<file path="config.mk">
export PLATFORM = sky130hd
export DESIGN_NAME = mpsoc_boot_ctrl
export DESIGN_NICKNAME = d
export VERILOG_FILES = /design/src/rtl/mpsoc_boot_pkg.sv /design/src/rtl/mpsoc_boot_timer.sv /design/src/rtl/mpsoc_boot_ctrl.sv
export SDC_FILE = /design/constraint.sdc
export NUM_CORES = 1
export LEC_CHECK = 0
export BUFFER_PORTS_ARGS = -buffer_cell sky130_fd_sc_hd__buf_2
export CAP_MARGIN = 15
export CORE_MARGIN = 2
export CORE_UTILIZATION = 47
export CTS_CLUSTER_SIZE = 12
export DETAILED_ROUTE_END_ITERATION = 7
export PLACE_DENSITY = 0.7
export SLEW_MARGIN = 20
export SYNTH_ARGS = -nofsm -noshare
export SYNTH_HDL_FRONTEND = slang
export SYNTH_SLANG_ARGS = --single-unit
</file>
<file path="constraint.sdc">
create_clock -name clk -period 2.3 [get_ports clk]
set_input_delay 0.23 -clock clk [delete_from_list [all_inputs] [get_ports clk]]
set_output_delay 0.23 -clock clk [all_outputs]
set_load 0.02 [all_outputs]
</file>
<file path="src/rtl/mpsoc_boot_pkg.sv">
// mpsoc_boot_pkg: shared state/command encodings and timer sizing for the boot sequencer.
package mpsoc_boot_pkg;

    typedef enum logic [2:0] {
        ST_HOLD    = 3'd0,
        ST_SETTLE  = 3'd1,
        ST_STAGGER = 3'd2,
        ST_RUN     = 3'd3,
        ST_HALTED  = 3'd4
    } boot_state_t;

    typedef enum logic [1:0] {
        CMD_RUN   = 2'd0,
        CMD_HALT  = 2'd1,
        CMD_RESET = 2'd2,
        CMD_RSVD  = 2'd3
    } host_cmd_t;

    function automatic int timer_width(input int a, input int b, input int c);
        int m;
        m = a;
        if (b > m) m = b;
        if (c > m) m = c;
        return $clog2(m + 1);
    endfunction

endpackage

</file>
<file path="src/rtl/mpsoc_boot_timer.sv">
// mpsoc_boot_timer: loadable down-counter that saturates at zero.
//   clk       system clock
//   load      load load_val this cycle (takes priority over counting)
//   load_val  value to load
//   value     current count
//   zero      high while value is zero
module mpsoc_boot_timer #(
    parameter int W = 5
) (
    input  logic         clk,
    input  logic         load,
    input  logic [W-1:0] load_val,
    output logic [W-1:0] value,
    output logic         zero
);

    assign zero = (value == '0);

    always_ff @(posedge clk) begin
        if (load)
            value <= load_val;
        else if (!zero)
            value <= value - 1'b1;
    end

endmodule

</file>
<file path="src/rtl/mpsoc_boot_ctrl.sv">
// mpsoc_boot_ctrl: boot/run sequencer driving reset and staggered tile enables of mor1k_mpsoc.
//   clk             system clock
//   reset           synchronous active-low reset
//   host_req_valid  host command valid
//   host_req_cmd    0=RUN 1=HALT 2=RESET 3=reserved
//   host_req_ready  command accepted on valid&ready
//   cpu_heartbeat   per-tile watchdog kick
//   soc_reset       active-high SoC reset
//   processors_en   per-tile enables
//   boot_done       high while running
//   wdt_bite        one-cycle watchdog expiry pulse
//   state_o         current state (debug)
// Optional watchdog enabled by defining MPSOC_BOOT_WDT_EN.
module mpsoc_boot_ctrl
    import mpsoc_boot_pkg::*;
#(
    parameter int NT           = 4,
    parameter int RST_HOLD_CYC = 20,
    parameter int SETTLE_CYC   = 4,
    parameter int STAGGER_CYC  = 2,
    parameter int WDT_CYC      = 65536
) (
    input  logic          clk,
    input  logic          reset,
    input  logic          host_req_valid,
    input  logic [1:0]    host_req_cmd,
    output logic          host_req_ready,
    input  logic [NT-1:0] cpu_heartbeat,
    output logic          soc_reset,
    output logic [NT-1:0] processors_en,
    output logic          boot_done,
    output logic          wdt_bite,
    output logic [2:0]    state_o
);

    localparam int TW = timer_width(RST_HOLD_CYC, SETTLE_CYC, STAGGER_CYC);
    localparam logic [TW-1:0] HOLD_LD   = TW'(RST_HOLD_CYC - 1);
    localparam logic [TW-1:0] SETTLE_LD = TW'(SETTLE_CYC - 1);
    localparam logic [TW-1:0] STAG_LD   = TW'(STAGGER_CYC - 1);

    boot_state_t   state, nxt;
    host_cmd_t     cmd;
    logic [NT-1:0] en_nxt;
    logic          accept, tmr_load, tmr_zero, bite_nxt, wdt_expire;
    logic [TW-1:0] tmr_val, unused_tmr_value;

    assign cmd     = host_cmd_t'(host_req_cmd);
    assign accept  = host_req_valid & host_req_ready;
    assign state_o = state;

    mpsoc_boot_timer #(.W(TW)) u_timer (
        .clk      (clk),
        .load     (tmr_load),
        .load_val (tmr_val),
        .value    (unused_tmr_value),
        .zero     (tmr_zero)
    );

`ifdef MPSOC_BOOT_WDT_EN
    localparam int WW = $clog2(WDT_CYC);
    logic [WW-1:0] wdt;
    // A kick in the same cycle as expiry wins; accepted host commands are resolved before this.
    assign wdt_expire = (state == ST_RUN) && !(|cpu_heartbeat) && (wdt == '0);
    always_ff @(posedge clk) begin
        if (!reset)
            wdt <= WW'(WDT_CYC - 1);
        else if (nxt == ST_RUN && (state != ST_RUN || |cpu_heartbeat))
            wdt <= WW'(WDT_CYC - 1);
        else if (state == ST_RUN && nxt == ST_RUN)
            wdt <= wdt - 1'b1;
    end
`else
    logic unused_wdt;
    assign wdt_expire = 1'b0;
    assign unused_wdt = ^{cpu_heartbeat, WDT_CYC != 0};
`endif

    always_comb begin
        nxt      = state;
        en_nxt   = processors_en;
        tmr_load = 1'b0;
        tmr_val  = HOLD_LD;
        bite_nxt = 1'b0;
        case (state)
            ST_HOLD: begin
                if (tmr_zero) begin
                    nxt      = ST_SETTLE;
                    tmr_load = 1'b1;
                    tmr_val  = SETTLE_LD;
                end
            end
            ST_SETTLE: nxt = tmr_zero ? ST_STAGGER : ST_SETTLE;
            ST_STAGGER: begin
                if (&processors_en)
                    nxt = ST_RUN;
                else if (tmr_zero) begin
                    en_nxt   = (processors_en << 1) | NT'(1);
                    tmr_load = 1'b1;
                    tmr_val  = STAG_LD;
                end
            end
            ST_RUN: begin
                if (accept && cmd == CMD_HALT)
                    nxt = ST_HALTED;
                else if (accept && cmd == CMD_RESET)
                    nxt = ST_HOLD;
                else if (wdt_expire) begin
                    nxt      = ST_HOLD;
                    bite_nxt = 1'b1;
                end
            end
            ST_HALTED: begin
                if (accept && cmd == CMD_RUN)
                    nxt = ST_STAGGER;
                else if (accept && cmd == CMD_RESET)
                    nxt = ST_HOLD;
            end
            default: nxt = ST_HOLD;
        endcase
        // Phase-entry actions shared by every path into a state.
        if (nxt == ST_HOLD && state != ST_HOLD) begin
            tmr_load = 1'b1;
            tmr_val  = HOLD_LD;
            en_nxt   = '0;
        end
        if (nxt == ST_STAGGER && state != ST_STAGGER) begin
            tmr_load = 1'b1;
            tmr_val  = STAG_LD;
            en_nxt   = NT'(1);
        end
        if (nxt == ST_HALTED)
            en_nxt = '0;
        if (!reset) begin
            tmr_load = 1'b1;
            tmr_val  = HOLD_LD;
        end
    end

    always_ff @(posedge clk) begin
        if (!reset) begin
            state          <= ST_HOLD;
            processors_en  <= '0;
            soc_reset      <= 1'b1;
            boot_done      <= 1'b0;
            host_req_ready <= 1'b0;
            wdt_bite       <= 1'b0;
        end else begin
            state          <= nxt;
            processors_en  <= en_nxt;
            soc_reset      <= (nxt == ST_HOLD);
            boot_done      <= (nxt == ST_RUN);
            host_req_ready <= (nxt == ST_RUN) || (nxt == ST_HALTED);
            wdt_bite       <= bite_nxt;
        end
    end

endmodule

</file>
# [Yosys cells after proc, flatten, opt, wreduce, memory -nomap -nowiden]
# Cells that the tools add are included.
[totals] register_bits=15 inputBits=9 out_inout_bits=11 elab_cells=68
[op_classes] n_addsub=1 eq_ne=12 n_mux=27 n_bitwise=3 n_reduce_logical=18
[op_table] op="2-to-1 mux 5 bit" count=8
[op_table] op="2-to-1 mux 3 bit" count=5
[op_table] op="one-hot mux 3 bit (5 select lines)" count=1
[op_table] op="equality test 3 x 2 -> 1 bit, second input constant" count=4
[op_table] op="2-to-1 mux 1 bit" count=10
[op_table] op="one-hot mux 5 bit (2 select lines)" count=1
[op_table] op="nonzero test 3 bit" count=3
[op_table] op="equality test 3 bit, second input constant" count=2
[op_table] op="logical NOT 3 bit" count=2
[op_table] op="AND reduction 3 bit" count=2
[op_table] op="logical AND 1 bit" count=5
[op_table] op="logical NOT 5 bit" count=1
[op_table] op="subtractor 5 x 1 -> 5 bit, second input constant" count=1
[op_table] op="AND reduction 4 bit" count=1
[op_table] op="OR reduction 4 bit" count=1
[op_table] op="equality test 3 x 1 -> 1 bit, second input constant" count=1
[op_table] op="!= test 3 x 1 -> 1 bit, second input constant" count=1
[op_table] op="!= test 3 x 2 -> 1 bit, second input constant" count=1
[op_table] op="equality test 2 x 1 -> 1 bit, second input constant" count=1
[op_table] op="equality test 2 bit, second input constant" count=1
[op_table] op="logical NOT 2 bit" count=1
[op_table] op="2-to-1 mux 2 bit" count=1
[op_table] op="!= test 2 bit, second input constant" count=1
[op_table] op="inverter 1 bit" count=2
[op_table] op="4 further kinds" count=4

# [Longest topological paths before layout]
# Gate-level depths: netlist of run 1.
[logic_depth] ltp_word=11 ltp_mapped=7 mapped_depth_nobuf=7

# [Modules after synthesis]
# From an unflattened synthesis of run 1, not the netlist that was laid out.
[hier_totals] hier_cells=92 area_unflattened_um2=880.8
[by_module_without_submodules] mod="mpsoc_boot_ctrl" instances=1 cells_per_inst=68 area_each_um2=593.1 seq_area_each_um2=200.2
[by_module_without_submodules] mod="mpsoc_boot_timer" instances=1 cells_per_inst=24 area_each_um2=287.8 seq_area_each_um2=150.1

# [Worst setup path after synthesis of run 1]
# Ideal clock, no wire load.
[synth_timing] kind="reg-to-reg" start="register u_timer.value[0]" end="register u_timer.value[0] (enable)" setup_time_ps=321 arrival_time_ps=1860 required_ps=1979 path_slack_ps=119 path_stages_with_launch=8 n_path_buf=0 period_less_slack_ps=2181 path_cell_list="edfxtp_1 inv_1 ha_1 nor4b_4 mux2i_1 nor3b_1 a31o_2 nand4_1"
[synth_between] elab_chain_cells=9 word_cells_on_any_way=15 classes_between="eq/ne: 2; mux: 9; reduce/logical: 4"
[synth_lines] element="start: declaration" line="mpsoc_boot_timer.sv:13" source="output logic [W-1:0] value,"
[synth_lines] element="start signal: assignment" line="mpsoc_boot_timer.sv:21" source="value <= load_val;"
[synth_lines] element="start signal: assignment" line="mpsoc_boot_timer.sv:23" source="value <= value - 1'b1;"
[synth_lines] element="logical NOT 5 bit (*)" line="mpsoc_boot_timer.sv:17" source="assign zero = (value == '0);"
[synth_lines] element="2-to-1 mux 2 bit / 2-to-1 mux 3 bit (equally long branches)" line="mpsoc_boot_ctrl.sv:92, mpsoc_boot_ctrl.sv:86"
[synth_lines] element="one-hot mux 3 bit (5 select lines)" line="mpsoc_boot_ctrl.sv:84" source="case (state)"
[synth_lines] element="logical NOT 3 bit" line="mpsoc_boot_ctrl.sv:121" source="if (nxt == ST_HOLD && state != ST_HOLD) begin"
[synth_lines] element="logical AND 1 bit" line="mpsoc_boot_ctrl.sv:121"
[synth_lines] element="2-to-1 mux 1 bit" line="mpsoc_boot_ctrl.sv:121"
[synth_lines] element="2-to-1 mux 1 bit" line="mpsoc_boot_ctrl.sv:126" source="if (nxt == ST_STAGGER && state != ST_STAGGER) begin"
[synth_lines] element="2-to-1 mux 1 bit" line="mpsoc_boot_ctrl.sv:133" source="if (!reset) begin"
[synth_lines] element="!= test 2 bit (no line) (*)"
# Mark *: on every way between the ends. The rest lies on a longest branch, timed or not.
# A chain may end at the register's enable or synchronous reset.

# [Worst setup path after layout of run 1]
[layout_timing] start="register u_timer.value[0]" end="register u_timer.value[2] (enable)"
# The elaborated chain is that of the path after synthesis.

==> flow_summary.json, run 1 <==
{
  "area_growth_pct": 15.9,
  "fin_crit_sh": 0.910,
  "yosysSeqAreaShare": 0.388,
  "wl_per_cell_um": 13.2,
  "via_count": 797,
  "grt_pass1_wl_um": 3190,
  "cts_tree": "done",
  "tns_ns": 0,
  "cts_root_buffer": "clkbuf_4",
  "clock-sinks": 15,
  "worst_ep_required_time_ns": 2.31,
  "core.rowCount": 15,
  "crit_chain": "inv_1 > ha_1 > nor4b_4 > buf_4 > nand2b_1 > a21o_1 > a31o_2 > nand4_1 > buf_4",
  "p_per_area_nw_per_um2": 558,
  "syn_area_per_cell_um2": 8.77,
  "slowest_stage": "edfxtp_1",
  "avgViaCountPerCell": 5.50,
  "cp_slowest_stage_delay_ns": 0.42,
  "grt_pass1_vias": 733,
  "cts_buffers": 3,
  "start_util": 0.512,
  "endpoint_kind": "flop",
  "drtPass1Iterations": 4,
  "gp_congestion": 0.872,
  "dieWidth_um": 47.8,
  "final_hold_viol_count": 0,
  "rsz0062_at_grt": "no",
  "nets": 132,
  "antenna_found_initial": 0,
  "cap_violations": 0,
  "core-area_um2": 1760,
  "clockBufferDepth": 2,
  "overflow": 0,
  "ioPinCount": 20,
  "syn_area_um2": 903,
  "fin_cells": 145,
  "ys_ff_latch": 15,
  "synth_cell_types": 38,
  "timing.fmax_ghz": 0.478,
  "postRouteAntennaNets": 0,
  "cp.arrival_ns": 2.10,
  "skew_ns": 0.00835,
  "drive_gt1_frac": 0.208,
  "holdCritPathClass": "primary input to flop",
  "clock_latency_ns": 0.29,
  "clk_pin_slew_ns": 0.09,
  "grt_max_degree": 15,
  "htreeDepth": 1,
  "drt_iter0_drc": 21,
  "maxSlewViolCount": 0,
  "hold_slack_ns": 0.207,
  "yosys_warnings": 0,
  "num_antenna_cells": 0,
  "critPathLaunchType": "flop",
  "critPathMostFrequentCell": "buf_4",
  "die-area_um2": 2290,
  "place_inst": 140,
  "syn-num-nets": 114,
  "status": "finished, final reports clean",
  "drc": 0,
  "fp.dieH_um": 47.8,
  "post-dp-hpwl_um": 1440,
  "netlist_instances": 103,
  "routed_wl_um": 1910,
  "num-fill-cells": 181,
  "period_needed_ns": 2.09,
  "postCtsHoldBufs": 0,
  "port_buffers": 14,
  "p_leak_nw": 0.473,
  "crit_fanout": 8,
  "finalSetupViolCount": 0,
  "grtUsageTotal": 0.202,
  "worst-setup-path-type": "flop to flop",
  "ir_drop_v": 0.000361
}
-- path summary, 6_finish.rpt --
| kind | start | end | slack [ns] | cells past startpoint |
|---|---|---|---|---|
| setup / recovery | u_timer.value[0] | u_timer.value[2] | 0.21 | 9 |
| hold / removal | reset | soc_reset | 0.21 | 2 |
| setup reg to reg | u_timer.value[0] | u_timer.value[2] | 0.21 | 9 |
| hold reg to reg | processors_en[3] | processors_en[3] | 0.54 | 2 |
-- registers in the layout (all words and copies together), names as in the netlist --
| signal | flops |
|---|---|
| u_timer.value | 5 |
| processors_en | 4 |
| state_o | 3 |
| boot_done | 1 |
| host_req_ready | 1 |
| soc_reset | 1 |
-- synthesized netlist by cell type (all sizes together) --
library cell	instances	area, um2
o22ai	1	6.26
clkbuf	5	18.8
and4	1	8.76
nor3	2	10.0
nand2	9	33.8
xor2	3	26.3
and3b	1	8.76
nand4	1	6.26
nor2	12	45.0
dfxtp	10	200
nor2b	1	6.26
buf	1	7.51
inv	5	18.8
conb	1	3.75
or2	1	6.26
mux2i	5	50.1
a21o	1	7.51
nand3b	2	15.0
o31ai	1	7.51
o211ai	1	7.51
a41o	1	10.0
o32ai	1	8.76
xnor2	1	8.76
nand3	2	10.0
a21oi	7	35.0
ha	2	25.0
nand4b	3	26.3
a31oi	1	6.26
o311ai	2	17.5
and2	1	6.26
nor4b	3	41.3
nand2b	4	25.0
and3	2	12.5
nor3b	1	7.51
edfxtp	5	150
a31o	1	8.76
o21ai	2	10.0
-- metrics by stage --
stage / total power, mW / utilization / area (um2) / setup slack [ns]
after global routing: 0.611 / 0.594 / 1050 / 0.0237
final: 0.584 / 0.594 / 1050 / 0.207
after floorplan: 0.400 / - / 903 / 0.119
after detailed placement: 0.436 / 0.572 / 1010 / 0.0477
after CTS: 0.587 / 0.587 / 1030 / 0.0179
after global placement: 0.432 / 0.572 / 1010 / 0.181
-- worst max-delay path, delay by kind of cell (launching register included) --
family	cells	cell delay, ns
buffers and inverters	3	0.46
DFF	1	0.42
and+or+nand+nor	3	0.39
AOI/OAI and AO/OA	2	0.39
adders and majority gates	1	0.15
-- cell usage in the layout, fill, tap and decap left out, types with 3 or more instances in the layout --
master    Yosys  final
dfxtp_1      10     10
buf_2         0     14
a21oi_1       7      7
nand2_1       9      9
xor2_1        3      3
inv_1         5      5
mux2i_1       5      5
nor2_1       12     12
nand4b_1      3      3
edfxtp_1      5      5
nand2b_1      4      4
buf_4         1      5
clkbuf_4      0      3
-- cell type report --
| class | instances | area, um2 | area share |
|---|---|---|---|
| Multi-Input combinational cell | 77 | 513 | 0.490 |
| Inverter | 5 | 18.8 | 0.0179 |
| Timing Repair Buffer | 19 | 108 | 0.103 |
| Sequential cell | 15 | 350 | 0.335 |
| Tap cell | 25 | 31.3 | 0.0299 |
| Clock buffer | 4 | 26.3 | 0.0251 |
-- kinds of logic after synthesis --
family          count (synthesis)  share of synthesized area
xor+xnor                        4                     0.0388
flops                          15                      0.388
other cells                     1                    0.00415
compound gates                 19                      0.139
mux                             5                     0.0554
simple gates                   46                      0.298
buf+inv                        11                     0.0499
fa+ha+maj                       2                     0.0277
-- per-layer routing --
metal  vias to the layer above  GRT usage  part of all wire
li1                        405          -                 -
met3                         6     0.0377             0.051
met1                       361      0.259              0.46
met5                         -          0                 0
met4                         0      0.103             0.025
met2                        25      0.323              0.46
-- report_power, final --
part / leakage, nW / internal (mW) / switching (mW)
sequential: 0.133 / 0.292 / 0.0224
clock: 0.0150 / 0.0675 / 0.0846
combinational: 0.326 / 0.0499 / 0.0673
total: 0.473 / 0.410 / 0.174
-- repair_timing --
action	in CTS	in global routing
buffers inserted	0	1
gates resized for setup	0	2
setup endpoints to repair	0	6
hold endpoints to repair	0	0
Note: power is estimated with default switching activity, not from simulation.
==> inputs of run 2 (changes only) <==
--- a/config.mk
+++ b/config.mk
@@ -7,11 +7,14 @@
 export LEC_CHECK = 0
 export BUFFER_PORTS_ARGS = -buffer_cell sky130_fd_sc_hd__buf_2
 export CAP_MARGIN = 15
+export CELL_PAD_IN_SITES_DETAIL_PLACEMENT = 0
+export CELL_PAD_IN_SITES_GLOBAL_PLACEMENT = 2
 export CORE_MARGIN = 2
-export CORE_UTILIZATION = 47
+export CORE_UTILIZATION = 28
 export CTS_CLUSTER_SIZE = 12
 export DETAILED_ROUTE_END_ITERATION = 7
-export PLACE_DENSITY = 0.7
+export HOLD_SLACK_MARGIN = 0.08
+export PLACE_DENSITY = 0.71
 export SLEW_MARGIN = 20
 export SYNTH_ARGS = -nofsm -noshare
 export SYNTH_HDL_FRONTEND = slang
==> run 2 against run 1 <==
Core utilization down 24 points. Flip-flop and latch count unchanged. Critical path type unchanged. Die area up 62%.
==> flow_summary.json, run 2 (same netlist as run 1, synthesis figures left out) <==
{
  "avgViaCountPerCell": 4.80,
  "routed_wl_um": 2040,
  "skew_ns": 0.00350,
  "ir_drop_v": 0.000205,
  "p_per_area_nw_per_um2": 544,
  "htreeDepth": 1,
  "fin_cells": 166,
  "final_hold_viol_count": 0,
  "fin_crit_sh": 0.913,
  "area_growth_pct": 20.8,
  "drt_iter0_drc": 29,
  "cts_root_buffer": "clkbuf_4",
  "antenna_found_initial": 0,
  "nets": 134,
  "die-area_um2": 3700,
  "final_cell_mix": "buf_2 (14), nor2_1 (12), dfxtp_1 (10)",
  "intPower_uw": 411,
  "num_antenna_cells": 0,
  "postCtsHoldBufs": 0,
  "endpoint_kind": "flop",
  "place_inst": 161,
  "clockPowerShare": 0.267,
  "holdCritPathClass": "primary input to flop",
  "grtUsageTotal": 0.125,
  "clockBufferDepth": 2,
  "r2r_end": "u_timer.value[3]",
  "crit_chain": "inv_1 > ha_1 > nor4b_4 > buf_6 > mux2i_1 > o21ai_1 > a31o_2 > nand4_1",
  "rsz0062_at_grt": "no",
  "period_needed_ns": 2.10,
  "cp.arrival_ns": 2.07,
  "r2r_start": "u_timer.value[0]",
  "grt_pass1_wl_um": 3280,
  "reg2reg_depth": 8,
  "slowest_stage": "edfxtp_1",
  "clock-sinks": 15,
  "critPathLaunchType": "flop",
  "clock_latency_ns": 0.29,
  "start_util": 0.296,
  "grt_max_degree": 15,
  "largest_register_ffs": 5,
  "post-dp-hpwl_um": 1540,
  "cp_slowest_stage_delay_ns": 0.43,
  "num-fill-cells": 345,
  "worst_ep_required_time_ns": 2.27,
  "dieWidth_um": 60.8,
  "crit_end": "u_timer.value[3]",
  "drive_gt1_frac": 0.230,
  "overflow": 0,
  "drc": 0,
  "crit_fanout": 8,
  "worst-setup-path-type": "flop to flop",
  "netSwitchingFraction": 0.308,
  "postRouteAntennaNets": 0,
  "status": "finished, final reports clean",
  "largest-register": "u_timer.value",
  "finalSetupViolCount": 0,
  "p_leak_nw": 0.487,
  "multi_input_area_um2": 513,
  "grt_pass1_vias": 710,
  "drtPass1Iterations": 4,
  "dp_slack_ns": 0.0830,
  "layout_commonest_cell": "buf_2",
  "layout_setup_ws_ns": 0.200,
  "core.rowCount": 20,
  "core-area_um2": 3050,
  "cap_violations": 0,
  "seqCellArea_um2": 350,
  "cts_buffers": 3,
  "crit_start": "u_timer.value[0]",
  "ioPinCount": 20,
  "fp.dieH_um": 60.8,
  "maxSlewViolCount": 0,
  "power.switching_uw": 183,
  "r2r_setup_slack_ns": 0.20,
  "pwr-share-comb": 0.200,
  "clk_pin_slew_ns": 0.10,
  "port_buffers": 14,
  "tns_ns": 0,
  "gp_congestion": 0.761,
  "via_count": 796,
  "cts_tree": "done",
  "wl_per_cell_um": 12.3,
  "seqPwrFrac": 0.533,
  "timing.fmax_ghz": 0.476
}
==> run 2: cell type report <==
type / instances / area share
well taps: 44 / 0.0505
flip-flops and latches: 15 / 0.321
inverters: 5 / 0.0172
clock buffers: 3 / 0.0206
multi-input cells: 77 / 0.470
repair buffers: 21 / 0.116
clock inverters: 1 / 0.00459
==> run 2: critical path: cells and delay by family (launching register included) <==
kind                     cells  cell delay, ns
AO/OA/AOI/OAI                2            0.35
adder cells (fa/ha/maj)      1            0.14
buffers and inverters        2            0.28
flip-flops                   1            0.43
multiplexers                 1            0.06
AND/OR/NAND/NOR              2            0.52
==> run 2: how the worst min path moves through the flow <==
stage                      from  slack (ns)  cells past startpoint                to
2_1_floorplan             reset        0.49                      2         soc_reset
3_3_place_gp   processors_en[3]        0.50                      2  processors_en[3]
3_5_place_dp   processors_en[3]        0.50                      2  processors_en[3]
4_1_cts                   reset        0.19                      2         soc_reset
5_1_grt                   reset        0.20                      2         soc_reset
6_report                  reset        0.20                      2         soc_reset
==> run 2: through the flow <==
step / hold WS, ns / utilization / cell area [um2] / power [mW]
after floorplan: 0.491 / - / 903 / 0.400
after global placement: 0.495 / 0.343 / 1050 / 0.440
after detailed placement: 0.499 / 0.343 / 1050 / 0.440
after CTS: 0.194 / 0.352 / 1070 / 0.600
after global routing: 0.201 / 0.357 / 1090 / 0.625
final: 0.204 / 0.357 / 1090 / 0.593
==> run 2: power by group through the flow <==
stage	logic [mW]	registers, mW	clock network (mW)
2_1_floorplan	0.0796	0.320	0
3_5_place_dp	0.118	0.322	0
3_3_place_gp	0.117	0.322	0
6_report	0.119	0.316	0.158
4_1_cts	0.118	0.316	0.166
5_1_grt	0.135	0.319	0.171
==> run 2: what timing repair did <==
action,CTS,global route
resized for setup,0,3
setup endpoints to repair,0,6
buffers inserted,0,1
==> run 2: per-layer routing <==
layer  vias up  GRT usage  routed length [um]
li1        406          -                   -
met1       363      0.163                 996
met2        22      0.192                 907
met3         5     0.0277                  83
met4         0     0.0652                  48
met5         -          0                   0
==> inputs of run 3 (changes only) <==
--- a/config.mk
+++ b/config.mk
@@ -15,6 +15,7 @@
 export DETAILED_ROUTE_END_ITERATION = 7
 export HOLD_SLACK_MARGIN = 0.08
 export PLACE_DENSITY = 0.71
+export REMOVE_ABC_BUFFERS = 1
 export SLEW_MARGIN = 20
 export SYNTH_ARGS = -nofsm -noshare
 export SYNTH_HDL_FRONTEND = slang
==> constraint.sdc (replaced) <==
create_clock -name clk -period 2.3 [get_ports clk]
set_input_delay 0.23 -clock clk [delete_from_list [all_inputs] [get_ports clk]]
set_output_delay 0.23 -clock clk [all_outputs]
set_load 0.1 [all_outputs]
==> run 3 against run 2 <==
Maximum frequency is 0.25% higher. Design area is 0.80% lower. Register-to-register slack hardly changed. Die area stayed put. Cell count is 0.60% lower. Worst setup slack better by 0.0052 ns. Highest routed layer unchanged.
==> flow_summary.json, run 3 (same netlist as run 1, synthesis figures left out) <==
{
  "status": "finished, final reports clean",
  "r2r_setup_slack_ns": 0.21,
  "ir_drop_v": 0.000251,
  "power.switching_uw": 232,
  "finalSetupViolCount": 0,
  "p_leak_nw": 0.480,
  "r2r_end": "u_timer.value[0]",
  "cap_violations": 0,
  "tns_ns": 0,
  "num-fill-cells": 337,
  "antenna_found_initial": 0,
  "dpl-instance-area_um2": 1050,
  "drtPass1Iterations": 4,
  "core-area_um2": 3050,
  "area_growth_pct": 19.8,
  "cts_setup_buffers": 0,
  "cts_tree": "done",
  "layout_setup_ws_ns": 0.205,
  "wl_per_cell_um": 12.2,
  "intPower_uw": 412,
  "maxSlewViolCount": 0,
  "gp_congestion": 0.799,
  "clockPowerShare": 0.240,
  "fp.dieH_um": 60.8,
  "clock-sinks": 15,
  "min_to": "soc_reset",
  "worstHoldStart": "reset",
  "clock_latency_ns": 0.29,
  "clk_pin_slew_ns": 0.10,
  "postLayoutCellArea_um2": 1080,
  "worst-setup-path-type": "flop to flop",
  "avgViaCountPerCell": 4.74,
  "total_power_uw": 644,
  "largest_register_ffs": 5,
  "core.rowCount": 20,
  "via_count": 782,
  "ioPinCount": 20,
  "cts_root_buffer": "clkbuf_4",
  "rsz0062_at_grt": "no",
  "crit_fanout": 8,
  "worst_ep_required_time_ns": 2.27,
  "hold_depth": 2,
  "r2r_start": "u_timer.value[0]",
  "post-dp-hpwl_um": 1530,
  "holdCritPathClass": "primary input to flop",
  "p_per_area_nw_per_um2": 595,
  "reg2reg_depth": 8,
  "final_util": 0.355,
  "start_util": 0.296,
  "final_hold_viol_count": 0,
  "grt_max_degree": 14,
  "netSwitchingFraction": 0.360,
  "num_antenna_cells": 0,
  "skew_ns": 0.0115,
  "grtUsageTotal": 0.124,
  "routed_wl_um": 2020,
  "critPathLaunchType": "flop",
  "grt_pass1_wl_um": 3310,
  "endpoint_kind": "flop",
  "cts_buffers": 3,
  "dp_slack_ns": 0.126,
  "dieWidth_um": 60.8,
  "clockBufferDepth": 2,
  "nets": 133,
  "drt_iter0_drc": 22,
  "die-area_um2": 3700,
  "drive_gt1_frac": 0.215,
  "postRouteAntennaNets": 0,
  "cp.arrival_ns": 2.07,
  "pwr-share-comb": 0.269,
  "largest-register": "u_timer.value",
  "layout_commonest_cell": "buf_2",
  "grt_pass1_vias": 677,
  "drc": 0,
  "fin_crit_sh": 0.911,
  "period_needed_ns": 2.09,
  "overflow": 0,
  "port_buffers": 14,
  "seqPwrFrac": 0.491,
  "final_cell_mix": "buf_2 (14), nor2_1 (12), dfxtp_1 (10)",
  "htreeDepth": 1,
  "timing.fmax_ghz": 0.477
}
[run 3: cell count changes in the layout (fill, tap and decap cells not counted), sizes merged]
cell,before,now
clkbuf,3,4
buf,21,20
clkinv,1,0
[run 3: power by group through the flow]
| stage | clock network [mW] | registers [mW] | logic (mW) |
|---|---|---|---|
| floorplan | 0 | 0.377 | 0.0717 |
| global placement | 0 | 0.323 | 0.172 |
| detailed placement | 0 | 0.322 | 0.172 |
| CTS | 0.163 | 0.316 | 0.172 |
| global route | 0.175 | 0.319 | 0.188 |
| finish | 0.155 | 0.316 | 0.173 |
[run 3: final cells by class]
class	count	area [um2]	area share
Clock buffer	4	26.3	0.0243
Inverter	5	18.8	0.0173
Multi-Input combinational cell	77	513	0.474
Sequential cell	15	350	0.324
Tap cell	44	55.1	0.0509
Timing Repair Buffer	20	119	0.110
[run 3: repair_timing]
action / 4_1_cts / 5_1_grt
gates resized for setup: 0 / 3
hold buffers: 0 / 0
setup endpoints to repair: 0 / 5
[run 3: worst max-delay path by stage]
stage	start	end
floorplan	state_o[1]	u_timer.value[0]
global placement	u_timer.value[0]	u_timer.value[2]
detailed placement	u_timer.value[0]	u_timer.value[2]
CTS	u_timer.value[0]	u_timer.value[2]
global route	u_timer.value[0]	u_timer.value[1]
finish	u_timer.value[0]	u_timer.value[0]
[run 3: critical path: stages, from the launching register on]
cell and delay [ns]:
edfxtp_1 0.42, inv_1 0.10, ha_1 0.14, nor4b_4 0.25, buf_6 0.17, mux2i_1 0.07, o21ai_1 0.17, a31o_2 0.21
nand4_1 0.24
[run 3: per-layer routing]
metal / global-route usage / part of all wire / up-vias
li1: - / - / 404
met2: 0.164 / 0.42 / 18
met1: 0.189 / 0.52 / 355
met4: 0.0652 / 0.021 / 0
met5: 0 / 0 / -
met3: 0.0192 / 0.042 / 5
[run 3: per-stage QoR]
step                hold WS, ns  std cells
CTS                       0.197        165
global placement          0.504        161
finish                    0.210        165
floorplan                 0.301         97
detailed placement        0.507        161
global route              0.222        165
